==> src/rtl/readout_pkg.sv <==
// readout_pkg: state encoding and framing constants shared by the readout sequencer
package readout_pkg;
   typedef enum logic [2:0] {IDLE, LOAD, HEADER, FNUM, STREAM, TRAILER} state_t;
   localparam logic [7:0]  HDR_MARK       = 8'hFE;
   localparam logic [15:0] TRAILER_WORD   = 16'h0FED;
   localparam logic [15:0] DEFAULT_PERIOD = 16'h00E5;
endpackage

==> src/rtl/readout_sequencer_timer.sv <==
// interval_timer: integration window timer; a period load restarts the window and swallows a coincident tick
module interval_timer
   import readout_pkg::*;
#(
   parameter int TW = 16
)(
   input  logic        clk_i,
   input  logic        reset_i,
   input  logic        enable_i,
   input  logic [15:0] period_i,
   input  logic        period_ld_i,
   output logic        tick_o
);
   logic [15:0]    period_reg;
   logic [TW+15:0] timer;
   assign tick_o = enable_i && !period_ld_i && timer == {period_reg, {TW{1'b1}}};
   always_ff @(posedge clk_i) begin
      if (reset_i) begin
         period_reg <= DEFAULT_PERIOD;
         timer      <= '0;
      end else if (period_ld_i) begin
         period_reg <= period_i;
         timer      <= '0;
      end else if (tick_o)
         timer <= '0;
      else if (enable_i)
         timer <= timer + 1'b1;
   end
endmodule

==> src/rtl/readout_sequencer.sv <==
// readout_sequencer: windowed readout of NCH counter chains into one FIFO port; READOUT_FRAMECOUNT_EN adds a frame-number word
module readout_sequencer
   import readout_pkg::*;
#(
   parameter int NCH   = 2,
   parameter int NBINS = 26,
   parameter int TW    = 16
)(
   input  logic              clk_i,
   input  logic              reset_i,
   input  logic              enable_i,
   input  logic [15:0]       period_i,
   input  logic              period_ld_i,
   input  logic              fifo_ready_i,
   input  logic [16*NCH-1:0] ch_data_i,
   output logic [NCH-1:0]    ch_ld_o,
   output logic [NCH-1:0]    clear_o,
   output logic [15:0]       data_o,
   output logic              wr_o,
   output logic              busy_o,
   output logic              overrun_o
);
   localparam int CHW = NCH > 1 ? $clog2(NCH) : 1;
   localparam int CW  = $clog2(NBINS + 1);
   state_t         state, state_n, hdr_next;
   logic [CHW-1:0] ch;
   logic [CW-1:0]  cnt;
   logic [15:0]    cap, stream_word, fnum_word;
   logic [15:0]    chw [NCH];
   logic [NCH-1:0] sel;
   logic           tick, clr_all, last_ch, last_bin;

   interval_timer #(.TW(TW)) u_timer (
      .clk_i       (clk_i),
      .reset_i     (reset_i),
      .enable_i    (enable_i),
      .period_i    (period_i),
      .period_ld_i (period_ld_i),
      .tick_o      (tick)
   );

   for (genvar i = 0; i < NCH; i++) begin : g_ch
      assign chw[i] = ch_data_i[16*i +: 16];
   end

   assign sel      = NCH'(1) << ch;
   assign last_ch  = ch == CHW'(NCH - 1);
   assign last_bin = cnt == CW'(NBINS - 1);

   // the chain shifts on its own after load, so the frame word delays the capture by one more stage
`ifdef READOUT_FRAMECOUNT_EN
   logic [15:0] frame, cap_d;
   always_ff @(posedge clk_i) begin
      cap_d <= cap;
      frame <= reset_i ? '0 : (state == TRAILER && last_ch) ? frame + 1'b1 : frame;
   end
   assign stream_word = cap_d;
   assign fnum_word   = frame;
   assign hdr_next    = FNUM;
`else
   assign stream_word = cap;
   assign fnum_word   = '0;
   assign hdr_next    = STREAM;
`endif

   always_ff @(posedge clk_i) begin
      if (reset_i) begin
         state     <= IDLE;
         ch        <= '0;
         cnt       <= '0;
         clr_all   <= 1'b0;
         overrun_o <= 1'b0;
      end else begin
         state     <= state_n;
         ch        <= state == IDLE ? '0 : state == TRAILER ? ch + 1'b1 : ch;
         cnt       <= state == STREAM ? cnt + 1'b1 : '0;
         clr_all   <= period_ld_i;
         overrun_o <= period_ld_i ? 1'b0 : (tick && (state != IDLE || !fifo_ready_i)) ? 1'b1 : overrun_o;
      end
   end

   always_ff @(posedge clk_i) cap <= {chw[ch][7:0], chw[ch][15:8]};

   always_comb begin
      state_n = state;
      case (state)
         IDLE:    state_n = tick && fifo_ready_i ? LOAD : IDLE;
         LOAD:    state_n = HEADER;
         HEADER:  state_n = hdr_next;
         FNUM:    state_n = STREAM;
         STREAM:  state_n = last_bin ? TRAILER : STREAM;
         TRAILER: state_n = last_ch ? IDLE : LOAD;
         default: state_n = IDLE;
      endcase
   end

   always_comb begin
      ch_ld_o = state == LOAD ? sel : '0;
      clear_o = (state == HEADER ? sel : '0) | {NCH{clr_all}};
      wr_o    = state inside {HEADER, FNUM, STREAM, TRAILER};
      busy_o  = state != IDLE;
      data_o  = state == HEADER  ? {HDR_MARK, 8'(ch)} :
                state == FNUM    ? fnum_word :
                state == STREAM  ? stream_word :
                state == TRAILER ? TRAILER_WORD : '0;
   end
endmodule

==> config.mk <==
export PLATFORM = sky130hd
export DESIGN_NAME = readout_sequencer
export DESIGN_NICKNAME = d
export VERILOG_FILES = /design/src/rtl/readout_pkg.sv /design/src/rtl/readout_sequencer_timer.sv /design/src/rtl/readout_sequencer.sv
export SDC_FILE = /design/constraint.sdc
export NUM_CORES = 1
export LEC_CHECK = 0
export CELL_PAD_IN_SITES_DETAIL_PLACEMENT = 1
export CELL_PAD_IN_SITES_GLOBAL_PLACEMENT = 1
export CORE_ASPECT_RATIO = 0.5
export CORE_MARGIN = 3
export CORE_UTILIZATION = 35
export CTS_BUF_LIST = sky130_fd_sc_hd__clkbuf_2
export CTS_CLUSTER_DIAMETER = 120
export DETAILED_ROUTE_END_ITERATION = 7
export GPL_TIMING_DRIVEN = 0
export PLACE_DENSITY_LB_ADDON = 0.1
export SLEW_MARGIN = 5
export SYNTH_ARGS = -nofsm -noshare
export SYNTH_HDL_FRONTEND = slang
export SYNTH_SLANG_ARGS = --single-unit
==> constraint.sdc <==
create_clock -name clk_i -period 2 [get_ports clk_i]
set_input_delay 0.2 -clock clk_i [delete_from_list [all_inputs] [get_ports clk_i]]
set_output_delay 0.2 -clock clk_i [all_outputs]
set_load 0.02 [all_outputs]
; ---- Word-level counts from Yosys, hierarchy flattened
; Cells that the tools add are included.
[totals]
output_inout_bits = 23
input_bits = 53
wordCells = 51
ff_bits = 75
[classes]
add_sub_neg = 3
shifts = 1
muxes = 13
n_reduce_logical = 15
bitwise = 3
n_lt_le_gt_ge = 1
eq_ne = 7
[op_table]
columns = op, count
row1 = $mux 16, 6
row2 = $add 32x1->32 const B, 1
row3 = $eq 32x32->1, 1
row4 = $pmux 3 s5, 1
row5 = $mux 12, 1
row6 = $reduce_or 2->1, 4
row7 = $eq 3x2->1 const B, 2
row8 = $eq 3x3->1 const B, 2
row9 = $add 5x1->5 const B, 1
row10 = $eq 5x5->1 const B, 1
row11 = $logic_and 1x1->1, 4
row12 = $mux 2, 2
row13 = $reduce_bool 4->1, 1
row14 = $eq 3x1->1 const B, 1
row15 = $logic_not 3->1, 1
row16 = $mux 1, 3
row17 = $reduce_bool 3->1, 1
row18 = $reduce_or 3->1, 1
row19 = $ge 2x2->1 const B, 1
row20 = $logic_not 1->1, 2
row21 = $not 1->2, 1
row22 = $or 2x2->2, 1
row23 = $shl 1x1->2 const A, 1
row24 = $add 1x1->1 const B, 1
row25 = other kinds (2), 2

; ---- Logic depth before layout (Yosys ltp)
[logic_depth]
word_depth = 6
ltp_mapped = 7
ltp_nobuf = 6

; ---- Cells and area by module
; A second synthesis with hierarchy kept.
[unflattened]
hier_cells = 363
area_unflattened_um2 = 3414.5
[modules_own_cells]
columns = mod, area_per_inst_um2, cells_per_inst, instances
row1 = interval_timer, 2218.4, 232, 1
row2 = readout_sequencer, 1196.1, 131, 1

; ---- Worst setup path after synthesis
; OpenSTA, ideal clock, no wires.
[synth_timing]
kind = reg-to-reg
startpoint = register u_timer.timer[0]
endpoint = register u_timer.timer[30]
setup_time_ps = 117
arrival_time_ps = 1729
path_stages_with_launch = 8
slack_ps = 154
t_required_ps = 1883
cell_sequence = dfxtp_1 ha_1 nand4_4 or4_1 buf_2 nor3_2 xnor2_1 nor2_1
[synth_between]
elab_chain_len = 3
elab_cells_between_ends = 4
[synth_rtl]
columns = item, line_no
row1 = "start, declared", readout_sequencer_timer.sv:15  ; logic [TW+15:0] timer;
row2 = "start signal, assigned", readout_sequencer_timer.sv:27  ; timer <= timer + 1'b1;
row3 = branches (longest 3 deep; another with $add 32x1->32), --
; Several ways; the timed one is not identified.
; A chain may end at the register's enable or synchronous reset.

; ---- Worst setup path after layout
[layout_timing]
startpoint = register u_timer.timer[0]
endpoint = register u_timer.timer[7]
; Same word-level chain as after synthesis.

==> flow_summary.ini <==
[yosys]
synth_top_family_by_area = simple AND/OR/NAND/NOR gates
synth_xor_area_share_pct = 12.9
synth_seq_cells = 75
ys_types = 37
synth_ff_type = dfxtp_1
syn_inst = 373
synth_fa_ha_area_share_pct = 1.10
synth-simple-area-share_pct = 25.4
yosys_warnings = 0
async_reset_ff_share_pct = 0
synth-compound-area-share_pct = 4.08
syn_avg_cell_area_um2 = 9.12
synth_edf_count = 0
syn_area_um2 = 3400
synth_nets = 429
synthMuxAreaShare_pct = 9.12
synth-seq-area-share_pct = 44.1

[clock_tree]
cts_tree = built
clock_sinks = 75
cts_max_level = 3
clockBufferDepth = 2
hold_buffers = 0
clkTransAtPathRegs_ps = 180
clk-insertion-delay-late_ps = 530
clockRootBuffer = clkbuf_2
cts_buffers = 9

[placement]
place_inst = 577
gp_congestion = 0.723
port_buffers = 74
dp_slack_ps = -686
hpwl_mm = 6.67
placed_area_um2 = 4310

[worst_hold_path]
hold_class = input port to flip-flop
hp-start = period_ld_i

[power]
power.density_nw_per_um2 = 537
power_mw = 2.44
peakVddDrop_uv = 254
power.leakage_nw = 1.78

[critical_path]
worstPathArrival_ps = 2370
cp_slowest_stage_delay_ps = 390
path_class = flip-flop to flip-flop
path_max_fanout = 10
crit_family = simple AND/OR/NAND/NOR gates
worstPathCellList = ha_4 > nand4_4 > nor4_4 > nand4_1 > o21ai_4 > buf_4 > nor2_1
critical_path_buf_inv_count = 1
cp.required_ps = 2430
critPathLaunchType = flip-flop
end_kind = flip-flop
cp_slowest_cell = dfxtp_2
r2r-start = u_timer.timer[0]$_SDFFE_PP0P_
crit_start = u_timer.timer[0]$_SDFFE_PP0P_

[floorplanning]
num_rows = 24
die_x_um = 145
die_area_um2 = 11000
die_h_um = 75.7
io_pins = 76
core_um2 = 9070
initial_core_util_pct = 37.5

[routing]
first_pass_iters = 4
ant_nets = 0
num_vias = 2895
drc_errors = 0
routedWlPerCell_um = 15.4
drt_iter0_markers = 99
wl_mm = 9.31
via_per_inst = 4.78

[sta]
maxSlewHeadroom_pct = 54.4
setup_viol = 0
worst-slew-pin-transition_ps = 684
max_freq_ghz = 0.515
finalHoldViolations = 0
period_share_pct = 97.1
period_needed_ps = 1940
drv_slew = 0
worst_slack_ps = 58.4
finalClockSkew_ps = 15.8
rsz0062_at_grt = yes
hold_slack_ps = 111
fin_tns_setup_ps = 0

[grt]
grt.overflow.total = 0
grt_pass1_vias = 3095
grt_pass1_wl_mm = 15.1
track_usage_pct = 17.3
grt_max_degree = 12
antenna_found_initial = 0

[layout]
num_antenna_cells = 0
syn_to_final_growth_pct = 33.7
largest_register_ffs = 32
n_fill_cell = 1064
layout_commonest_cell = nor2_1
postLayoutCellArea_um2 = 4550
multi_input_area_um2 = 1880
stdcell_count = 606
drive_above_1_share_pct = 23.5
regArea_um2 = 1530
layout_common_cells = 76 x nor2_1, 66 x dfxtp_1, 52 x clkdlybuf4s50_1
final_core_util_pct = 50.2
num-nets-final = 528

[flow_run]
drv_cap = 0

[status]
status = finished clean
-- final timing paths --
check                                        to  slack (ps)  cells past startpoint
max reg2reg       u_timer.timer[7]$_SDFFE_PP0P_          60                      7
min reg2reg                   cnt[0]$_SDFF_PP0_         500                      1
max               u_timer.timer[7]$_SDFFE_PP0P_          60                      7
min          u_timer.period_reg[5]$_SDFFE_PP1P_         110                      3
-- worst min-delay path: stages --
cell      delay [ps]
clkbuf_1         170
nor2b_1          150
a211o_1          100
-- logic make-up after synthesis --
family,Yosys count
and+or+nand+nor,168
xor gates and xnor gates,50
DFF,75
AOI/OAI and AO/OA,22
adders and majority gates,3
muxes,29
buffers and inverters,26
-- routing by layer --
layer / global-route usage (%) / wire [µm] / up-vias
met2: 31.1 / 4610 / 56
met3: 6.06 / 414 / 8
met4: 5.99 / 84 / 0
met5: 0 / 0 / -
met1: 20.0 / 4200 / 1391
li1: - / - / 1440
-- synthesized netlist by cell type (2+ instances only) --
| cell | n | share of area [%] |
|---|---|---|
| a211o_1 | 5 | 1.3 |
| a21oi_1 | 6 | 0.88 |
| and4_1 | 4 | 1.0 |
| buf_1 | 3 | 0.33 |
| buf_2 | 5 | 0.74 |
| clkbuf_1 | 9 | 0.99 |
| dfxtp_1 | 75 | 44 |
| ha_1 | 3 | 1.1 |
| inv_1 | 8 | 0.88 |
| mux2_2 | 16 | 5.3 |
| mux2i_1 | 13 | 3.8 |
| nand2_1 | 24 | 2.6 |
| nand2b_1 | 4 | 0.74 |
| nand3_1 | 10 | 1.5 |
| nand4_1 | 10 | 1.8 |
| nor2_1 | 77 | 8.5 |
| nor2b_1 | 10 | 1.8 |
| nor3_1 | 3 | 0.44 |
| nor3_2 | 9 | 2.6 |
| nor3b_1 | 2 | 0.44 |
| nor4_1 | 4 | 0.74 |
| nor4_2 | 2 | 0.74 |
| o21a_1 | 3 | 0.66 |
| o21ai_0 | 6 | 0.88 |
| or3_1 | 2 | 0.37 |
| xnor2_1 | 24 | 6.2 |
| xor2_1 | 26 | 6.7 |
-- final cells by class --
cell class              count  share of cell area (%)
repair buffers             90                    17.0
inverters                   8                   0.660
clock inverters             5                   0.468
multi-input cells         272                    41.4
clock buffers              10                    1.10
plain buffers              16                    2.28
flip-flops and latches     75                    33.5
well taps                 130                    3.58
-- power breakdown --
part           leakage, nW  internal, mW  total [mW]  switching, mW
logic                 1.11         0.148       0.232         0.0837
clock network       0.0541         0.146       0.659          0.513
registers            0.620          1.53        1.55         0.0199
total                 1.78          1.82        2.44          0.617
-- repair_timing --
action / 4_1_cts / 5_1_grt
gates resized for setup: 99 / 40
setup endpoints to repair: 53 / 51
setup buffers: 8 / 8
hold endpoints to repair: 0 / 0
pin swaps: 4 / 5
Note: power is estimated with default switching activity, not from simulation.
